### config.mk
export PLATFORM = sky130hd
export DESIGN_NAME = ice_bus_slave_buffer_flat
export DESIGN_NICKNAME = d
export VERILOG_FILES = /design/src/rtl/ice_bus_slave_buffer_if.sv /design/src/rtl/ice_bus_slave_buffer.sv /design/src/flat_wrapper.sv
export SDC_FILE = /design/constraint.sdc
export NUM_CORES = 2
export LEC_CHECK = 0
export CAP_MARGIN = 30
export CORE_UTILIZATION = 50
export DETAILED_ROUTE_END_ITERATION = 16
export PLACE_DENSITY = 0.68
export SLEW_MARGIN = 20
export SYNTH_ARGS = -nofsm -noshare
export SYNTH_HDL_FRONTEND = slang
export SYNTH_MEMORY_MAX_BITS = 65536
export SYNTH_SLANG_ARGS = --single-unit
### constraint.sdc
create_clock -name clk -period 4.6 [get_ports clk]
set_input_delay 1.15 -clock clk [delete_from_list [all_inputs] [get_ports clk]]
set_output_delay 1.15 -clock clk [all_outputs]
set_load 0.05 [all_outputs]
### src/rtl/ice_bus_slave_buffer_if.sv
// ice_bus_slave_buffer_if: producer and controller-facing signals of the ICE
// bus slave buffer. The master modport is the producer/controller side and the
// slave modport is the buffer itself.
interface ice_bus_slave_buffer_if #(
    parameter int unsigned ADDR_W = 9
);
    // producer side
    logic [7:0]        in_data;
    logic              in_valid;
    logic              in_last;
    logic              in_abort;
    logic              in_ready;
    logic              overflow;

    // controller read port
    logic [ADDR_W-1:0] sl_addr;
    logic [ADDR_W-1:0] sl_data;
    logic [ADDR_W-1:0] sl_tail;
    logic              sl_latch_tail;
    logic              sl_arb_request;
    logic              sl_arb_grant;

    modport slave (
        input  in_data,
        input  in_valid,
        input  in_last,
        input  in_abort,
        output in_ready,
        output overflow,
        input  sl_addr,
        output sl_data,
        output sl_tail,
        input  sl_latch_tail,
        output sl_arb_request,
        input  sl_arb_grant
    );

    modport master (
        output in_data,
        output in_valid,
        output in_last,
        output in_abort,
        input  in_ready,
        input  overflow,
        output sl_addr,
        input  sl_data,
        input  sl_tail,
        output sl_latch_tail,
        input  sl_arb_request,
        output sl_arb_grant
    );
endinterface

### src/rtl/ice_bus_slave_buffer.sv
// ice_bus_slave_buffer: per-device outbound frame buffer for the ICE bus
// controller's slave read port. Bytes are pushed by a local producer into a
// circular buffer of 9-bit words ({last_flag, byte}); complete frames raise
// sl_arb_request and are read combinationally at sl_addr until the controller
// latches a new tail. One entry is always kept empty.
// Optional feature: define ICE_SLAVE_BUFFER_ABORT_EN to let in_abort discard
// the frame in progress; otherwise in_abort is ignored.
module ice_bus_slave_buffer #(
    parameter int unsigned ADDR_W = 9
) (
    input  logic                 clk,
    input  logic                 rst,
    ice_bus_slave_buffer_if.slave bus
);

    localparam int unsigned       DEPTH = 1 << ADDR_W;
    localparam logic [ADDR_W-1:0] ONE   = ADDR_W'(1);

    typedef enum logic [1:0] {
        IDLE = 2'd0,
        FILL = 2'd1,
        DROP = 2'd2
    } state_t;

    state_t            state;
    state_t            state_next;

    logic [ADDR_W-1:0] wr_ptr;
    logic [ADDR_W-1:0] wr_ptr_next;
    logic [ADDR_W-1:0] head;
    logic [ADDR_W-1:0] head_next;
    logic [ADDR_W-1:0] tail;
    logic [ADDR_W-1:0] tail_next;
    logic [ADDR_W-1:0] frame_cnt;
    logic [ADDR_W-1:0] frame_cnt_next;

    logic [8:0]        mem [DEPTH];

    logic [ADDR_W-1:0] free;
    logic              space;
    logic              ready;
    logic              wr_en;
    logic              commit;
    logic              latch_ok;
    logic              ovf_evt;
    logic              overflow_q;
    logic              abort_req;

    logic              unused_grant;
    assign unused_grant = bus.sl_arb_grant;

`ifdef ICE_SLAVE_BUFFER_ABORT_EN
    assign abort_req = bus.in_abort;
`else
    logic unused_abort;
    assign unused_abort = bus.in_abort;
    assign abort_req    = 1'b0;
`endif

    // Free space between the write pointer and the tail, keeping one slot empty.
    assign free     = tail - wr_ptr - ONE;
    assign space    = (free != '0);
    assign latch_ok = bus.sl_latch_tail && (frame_cnt != '0);

    // Next-state, pointer and write-enable decode for the producer side.
    always_comb begin
        state_next  = state;
        wr_ptr_next = wr_ptr;
        head_next   = head;
        ready       = 1'b1;
        wr_en       = 1'b0;
        commit      = 1'b0;
        ovf_evt     = 1'b0;

        case (state)
            IDLE, FILL: begin
                ready = space;
                if (abort_req && (state == FILL)) begin
                    // Abort beats a same-cycle byte and never pulses overflow.
                    wr_ptr_next = head;
                    state_next  = IDLE;
                end else if (bus.in_valid) begin
                    if (space) begin
                        wr_en       = 1'b1;
                        wr_ptr_next = wr_ptr + ONE;
                        if (bus.in_last) begin
                            head_next  = wr_ptr + ONE;
                            commit     = 1'b1;
                            state_next = IDLE;
                        end else begin
                            state_next = FILL;
                        end
                    end else begin
                        // Full: rewind to the last commit point and drop the frame.
                        ovf_evt     = 1'b1;
                        wr_ptr_next = head;
                        state_next  = bus.in_last ? IDLE : DROP;
                    end
                end
            end

            DROP: begin
                if (abort_req) begin
                    state_next = IDLE;
                end else if (bus.in_valid && bus.in_last) begin
                    state_next = IDLE;
                end
            end

            default: begin
                state_next = IDLE;
            end
        endcase
    end

    // Read-side tail and frame count; a commit and a latch in one cycle cancel.
    always_comb begin
        tail_next      = latch_ok ? bus.sl_addr : tail;
        frame_cnt_next = frame_cnt;
        case ({commit, latch_ok})
            2'b10:   frame_cnt_next = frame_cnt + ONE;
            2'b01:   frame_cnt_next = frame_cnt - ONE;
            default: frame_cnt_next = frame_cnt;
        endcase
    end

    // State and pointer registers with synchronous reset.
    always_ff @(posedge clk) begin
        if (rst) begin
            state      <= IDLE;
            wr_ptr     <= '0;
            head       <= '0;
            tail       <= '0;
            frame_cnt  <= '0;
            overflow_q <= 1'b0;
        end else begin
            state      <= state_next;
            wr_ptr     <= wr_ptr_next;
            head       <= head_next;
            tail       <= tail_next;
            frame_cnt  <= frame_cnt_next;
            overflow_q <= ovf_evt;
        end
    end

    // Buffer storage; contents are deliberately left unreset.
    always_ff @(posedge clk) begin
        if (wr_en) begin
            mem[wr_ptr] <= {bus.in_last, bus.in_data};
        end
    end

    assign bus.in_ready       = ready;
    assign bus.overflow       = overflow_q;
    assign bus.sl_data        = ADDR_W'(mem[bus.sl_addr]);
    assign bus.sl_tail        = tail;
    assign bus.sl_arb_request = (frame_cnt != '0);

    // Outside a partial frame the write pointer always sits at the commit point.
    a_ptr_at_head: assert property (
        @(posedge clk) disable iff (rst) (state != FILL) |-> (wr_ptr == head)
    );

endmodule

### src/flat_wrapper.sv
// flat-port wrapper written by rule: the top's interface ports become plain ports
module ice_bus_slave_buffer_flat 
#(
    parameter int unsigned ADDR_W = 9
)
  (clk, rst, bus_in_data, bus_in_valid, bus_in_last, bus_in_abort, bus_in_ready, bus_overflow, bus_sl_addr, bus_sl_data, bus_sl_tail, bus_sl_latch_tail, bus_sl_arb_request, bus_sl_arb_grant);
  ice_bus_slave_buffer_if #(.ADDR_W(ADDR_W)) bus_i ();
  input  logic clk;
  input  logic rst;
  input wire logic [$bits(bus_i.in_data)-1:0] bus_in_data;
  input wire logic [$bits(bus_i.in_valid)-1:0] bus_in_valid;
  input wire logic [$bits(bus_i.in_last)-1:0] bus_in_last;
  input wire logic [$bits(bus_i.in_abort)-1:0] bus_in_abort;
  output wire logic [$bits(bus_i.in_ready)-1:0] bus_in_ready;
  output wire logic [$bits(bus_i.overflow)-1:0] bus_overflow;
  input wire logic [$bits(bus_i.sl_addr)-1:0] bus_sl_addr;
  output wire logic [$bits(bus_i.sl_data)-1:0] bus_sl_data;
  output wire logic [$bits(bus_i.sl_tail)-1:0] bus_sl_tail;
  input wire logic [$bits(bus_i.sl_latch_tail)-1:0] bus_sl_latch_tail;
  output wire logic [$bits(bus_i.sl_arb_request)-1:0] bus_sl_arb_request;
  input wire logic [$bits(bus_i.sl_arb_grant)-1:0] bus_sl_arb_grant;
  assign bus_i.in_data = bus_in_data;
  assign bus_i.in_valid = bus_in_valid;
  assign bus_i.in_last = bus_in_last;
  assign bus_i.in_abort = bus_in_abort;
  assign bus_in_ready = bus_i.in_ready;
  assign bus_overflow = bus_i.overflow;
  assign bus_i.sl_addr = bus_sl_addr;
  assign bus_sl_data = bus_i.sl_data;
  assign bus_sl_tail = bus_i.sl_tail;
  assign bus_i.sl_latch_tail = bus_sl_latch_tail;
  assign bus_sl_arb_request = bus_i.sl_arb_request;
  assign bus_i.sl_arb_grant = bus_sl_arb_grant;
  ice_bus_slave_buffer #(.ADDR_W(ADDR_W)) u_core (.clk(clk), .rst(rst), .bus(bus_i));
endmodule
After elaboration in Yosys (flattened, before gate mapping)

Memory sizes are Yosys's and may differ from the RTL's.
Cells that the tools add are included.

Register bits: 39
Latch bits: 0
Bits in writable memories: 4608
ROM bits: 0
Input bits: 24
Output and inout bits: 21
Word-level logic and storage cells: 50
Memories kept: 1

Memory list:

| name       | words | width | read ports | clocked after Yosys merged registers in | write ports | line                       | text |
|---|---|---|---|---|---|---|---|
| u_core.mem | 512   | 9     | 1          | 0                                       | 1           | ice_bus_slave_buffer.sv:37 | `logic [8:0] mem [DEPTH];` |

Add/subtract/negate cells: 5
Multiply operators: 0
Divide/modulo/power cells: 0
$lt $le $gt $ge: 0
Equality and inequality tests: 6
Shift operators: 0
Multiplexer cells: 19
Bitwise gates (word level): 2
Reductions and logical operators: 11

Operator list:

| kind                  | count |
|---|---|
| $add A9 B1 Y9 const B | 2 |
| $pmux W9 S2           | 1 |
| $reduce_bool A9 Y1    | 2 |
| $sub A9 B1 Y9 const B | 2 |
| $mux W1               | 12 |
| $mux W9               | 1 |
| $sub A9 B9 Y9         | 1 |
| $mux W2               | 4 |
| $eq A2 B1 Y1 const B  | 2 |
| $eq A2 B2 Y1 const B  | 2 |
| $pmux W2 S2           | 1 |
| $reduce_and A2 Y1     | 2 |
| $reduce_and A4 Y1     | 1 |
| $reduce_or A3 Y1      | 1 |
| $logic_and A1 B1 Y1   | 2 |
| $logic_not A2 Y1      | 1 |
| $ne A2 B1 Y1 const B  | 1 |
| $ne A2 B2 Y1 const B  | 1 |
| $not A1 Y1            | 2 |
| $reduce_bool A2 Y1    | 1 |
| $reduce_or A2 Y1      | 1 |

Depth between registers and ports, before layout

Depth in word-level cells: 8
Mapped depth: 21
Depth with buffers taken out: 20

Worst setup path before layout

No wires, ideal clock.

Path type: input to output
Start: in bus_sl_addr[0]
End: out bus_sl_data[1]
Data arrival time: 4.320 ns
Required time: 3.450 ns
Path slack: -0.870 ns
Stages: 13
Path buffers: 6
Cells stage by stage: buf_6 -> buf_12 -> buf_8 -> buf_6 -> buf_6 -> inv_1 -> buf_6 -> mux4_2 -> o211ai_1 -> a31oi_1 -> nand3_1 -> a21oi_1 -> nor4_1

Longest elaborated chain between the ends: 1

RTL lines:

| what            | line               | text |
|---|---|---|
| start, declared | flat_wrapper.sv:16 | `input wire logic [$bits(bus_i.sl_addr)-1:0] bus_sl_addr;` |
| $mem_v2 Z512 W9 | --                 |  |
| end, declared   | flat_wrapper.sv:17 | `output wire logic [$bits(bus_i.sl_data)-1:0] bus_sl_data;` |

Every way passes these cells.

Worst setup path after layout

Start: in bus_sl_addr[0]
End: out bus_sl_data[6]

The elaborated chain is that of the path after synthesis.

==> flow_summary.yaml <==
global_route:
  grt_pass1_wl_um: 746000
  grt_use_total_pct: 29.2
  first_global_vias: 96200
  grt_start_max_net_pins: 172
  antenna_found_initial: 32
  globalRoute.totalOverflow: 0
layout:
  filler_cell_count: 24900
  multiInputGateArea_um2: 40800
  design.final.nets: 9959
  seqCellArea_um2: 139000
  layout-area-overhead-vs-synth_pct: 18.8
  drive_gt1_share_pct: 34.0
worst_setup_path:
  worst_setup_path_end_kind: "primary output"
  reg2reg_to: "u_core.frame_cnt[8]"
  path_max_fanout: 6
  critical_path_arrival_ns: 4.41
  worst-setup-path-type: "input pin to primary output"
  critPathRequiredTime_ns: 3.45
  crit-reg2reg-launch: "u_core.wr_ptr[0]"
  crit_path_start_kind: "input pin"
  ff2ff_setup_slack_ns: 0.19
  worstRegToRegCells: 21
run_status:
  status: "finished with violations"
  failed_checks: "negative setup slack"
die:
  rows: 221
  floorplan.die_area_um2: 366000
  floorplan.core_area_um2: 362000
  fp.dieW_um: 605
  initial_cell_density_of_the_core_pct: 50.2
  die_h_um: 605
  top_level_ports: 45
yosys:
  post_synth_num_cell_types: 100
  postSynthNetCount: 8564
  seq_area_frac_synth_pct: 76.5
  yosysTopAreaCellShare_pct: 76.1
  syn-instance-count: 8518
  synth-edff-count: 4608
  yosys_register_bits: 4647
  syn-cell-area_um2: 182000
  synth_warn: 0
  yosys_most_used_dff: "edfxtp_1"
  post_synth_main_area_contributors: "edfxtp_1 76%, mux4_2 13%, mux2i_1 1.3%, nor2_1 1.2%, mux4_1 0.91%"
  yosys.area.top_type: "edfxtp_1"
  syn_avg_cell_area_um2: 21.3
  postSynth.asyncResetShare_pct: 0
routing:
  detailroute.via_count: 99400
  vias_per_cell: 6.58
  first_iter_violations: 15400
  drt-total-wl_um: 543000
  antenna_violating_nets_post_route: 0
  routedWlPerCell_um: 35.9
  route.detailed.drc: 0
  detailedRoute.firstPassIterationCount: 6
timing:
  rsz0062_at_grt: "yes"
  slew_headroom_pct: 18.7
  finalHoldViolations: 0
  finalClockSkew_ns: 0.0474
  number_of_slew_limit_violations_in_the_final_report: 0
  finalSetupViolCount: 9
  layout_setup_ws_ns: -0.957
  post-route-min-period_ns: 5.56
  final_min_period_over_clock_period_pct: 121
  max_clock_freq_ghz: 0.180
  max_slew.worst_pin.slew_ns: 1.22
placement:
  dp_hpwl_um: 353000
  gp_congestion: 0.941
  portBuffers: 42
  preCtsSetupSlack_ns: -1.85
hold_path:
  holdCritPathClass: "flop to flop"
  hold_end: "u_core.head[8]"
  hp-start: "u_core.head[8]"
  min_delay_path_depth: 2
flow_run:
  count_of_maximum_capacitance_violations: 0
power:
  cellLeakagePower_nw: 70.1
  vdd_drop_max_mv: 0.543
  pwr_density_cell_nw_per_um2: 423
  fin_total_pwr_w: 0.0914
clock_network:
  cts_tree: "built"
  cts.root.buffer_cell: "clkbuf_16"
  cts.htree.levels: 5
  cts.clk_slew.worst_paths_ns: 0.06
  tritoncts.num_buffers: 452
  ctsLongestPathBuffers: 4
  worst_skew_pair.late_latency_ns: 1.00
  clock_sink_count: 4647
-- state kept, by name, indices dropped and copies added (netlist names) --
register and count:
u_core.state 2, u_core.mem 4608, u_core.frame_cnt 9, u_core.bus.sl_tail 9
u_core.head 9, u_core.bus.overflow 1, u_core.wr_ptr 9
-- routing by layer --
| layer | global-route usage (%) | part of all wire [%] | vias to the layer above |
|---|---|---|---|
| met4 | 14.5 | 6.0 | 18 |
| li1 | - | - | 38600 |
| met5 | 0 | 0.025 | - |
| met2 | 44.6 | 46 | 7640 |
| met1 | 39.6 | 36 | 51700 |
| met3 | 7.43 | 13 | 1408 |
-- cell families after synthesis --
| logic type | count (synthesis) | synth area share (%) |
|---|---|---|
| buf+inv | 544 | 2.04 |
| flops | 4647 | 76.5 |
| xor+xnor | 16 | 0.0771 |
| mux | 1406 | 15.6 |
| compound gates | 674 | 2.66 |
| simple gates | 1209 | 2.89 |
| fa+ha+maj | 22 | 0.160 |
-- layout make-up --
| cell class | count | area share (%) |
|---|---|---|
| tap | 4794 | 2.78 |
| multi-input combinational | 3327 | 18.9 |
| clock buffer | 541 | 5.48 |
| clock inverter | 298 | 1.47 |
| timing repair buffer | 1460 | 6.89 |
| sequential | 4647 | 64.4 |
| antenna | 22 | 0.0255 |
| inverter | 25 | 0.0498 |
-- worst max-delay path, stage by stage --
cell and delay (ns):
buf_16 0.14, buf_16 0.19, buf_8 0.16, nor4bb_4 0.17, buf_12 0.16, buf_8 0.13
a221oi_4 0.22, o21ai_1 0.12, a2111o_1 0.44, nand4_1 0.34, o31ai_2 0.13, buf_4 0.20
nor4_4 0.44, clkbuf_16 0.25, buf_12 0.13
-- placed cells by master (no fill, tap or decap), drive strengths merged, types with 17 or more instances in the layout --
cell type / count
a2111oi: 18
a211oi: 42
a21oi: 75
a221oi: 41
a22oi: 75
a31oi: 23
a32oi: 33
and2: 17
and3: 26
buf: 1423
bufinv: 62
clkbuf: 549
clkinv: 222
dfxtp: 39
diode: 22
edfxtp: 4608
ha: 20
inv: 29
mux2: 40
mux2i: 241
mux4: 1125
nand2: 340
nand3: 48
nor2: 597
nor2b: 25
nor3: 43
nor4: 30
o211ai: 28
o21ai: 51
o22ai: 168
-- worst max path at each step --
stage                      to  cells past startpoint           start
2_1_floorplan  bus_sl_data[7]                     11  bus_sl_addr[0]
3_3_place_gp   bus_sl_data[8]                     13  bus_sl_addr[1]
3_5_place_dp   bus_sl_data[3]                     14  bus_sl_addr[0]
4_1_cts        bus_sl_data[6]                     15  bus_sl_addr[0]
5_1_grt        bus_sl_data[6]                     15  bus_sl_addr[0]
6_report       bus_sl_data[6]                     15  bus_sl_addr[0]
-- power by group --
group / internal [W] / switching [W] / total, W
Clock: 0.0218 / 0.0160 / 0.0378
Sequential: 0.0466 / 0.0000723 / 0.0467
Combinational: 0.00276 / 0.00417 / 0.00694
-- cells in the mapped netlist (20+ instances only) --
| library cell | count |
|---|---|
| buf_1 | 31 |
| a221oi_1 | 39 |
| mux4_2 | 1062 |
| o21ai_0 | 47 |
| a211oi_1 | 41 |
| clkbuf_1 | 120 |
| a21oi_1 | 74 |
| edfxtp_1 | 4608 |
| ha_1 | 20 |
| o211ai_1 | 27 |
| nor3_1 | 42 |
| nor4_1 | 27 |
| dfxtp_1 | 39 |
| nand3_1 | 46 |
| a31oi_1 | 23 |
| mux2i_1 | 241 |
| nor2b_1 | 25 |
| mux4_1 | 63 |
| a22oi_1 | 75 |
| mux2_2 | 39 |
| buf_6 | 98 |
| o22ai_1 | 167 |
| and3_1 | 26 |
| a32oi_1 | 33 |
| buf_4 | 70 |
| nor2_1 | 597 |
| buf_2 | 159 |
| nand2_1 | 340 |
-- metrics by stage --
stage / util (%) / instance area [µm²] / hold WS, ns / std cells / setup TNS (ns)
floorplan: - / 182000 / 0.423 / 8518 / 0
global placement: 54.0 / 196000 / 0.446 / 13900 / -12.36
detailed placement: 54.2 / 196000 / 0.465 / 14000 / -11.96
CTS: 59.0 / 214000 / 0.475 / 14900 / -7.60
global route: 59.6 / 216000 / 0.501 / 15100 / -7.42
finish: 59.6 / 216000 / 0.470 / 15100 / -7.57
-- repair_timing --
item | in CTS | in global routing
cloned | 18 | 6
pin swaps | 42 | 61
hold buffers | 0 | 0
buffers inserted | 68 | 62
endpoints found under the setup margin | 12 | 11
resized for setup | 257 | 167
(Power assumes the default switching activity.)
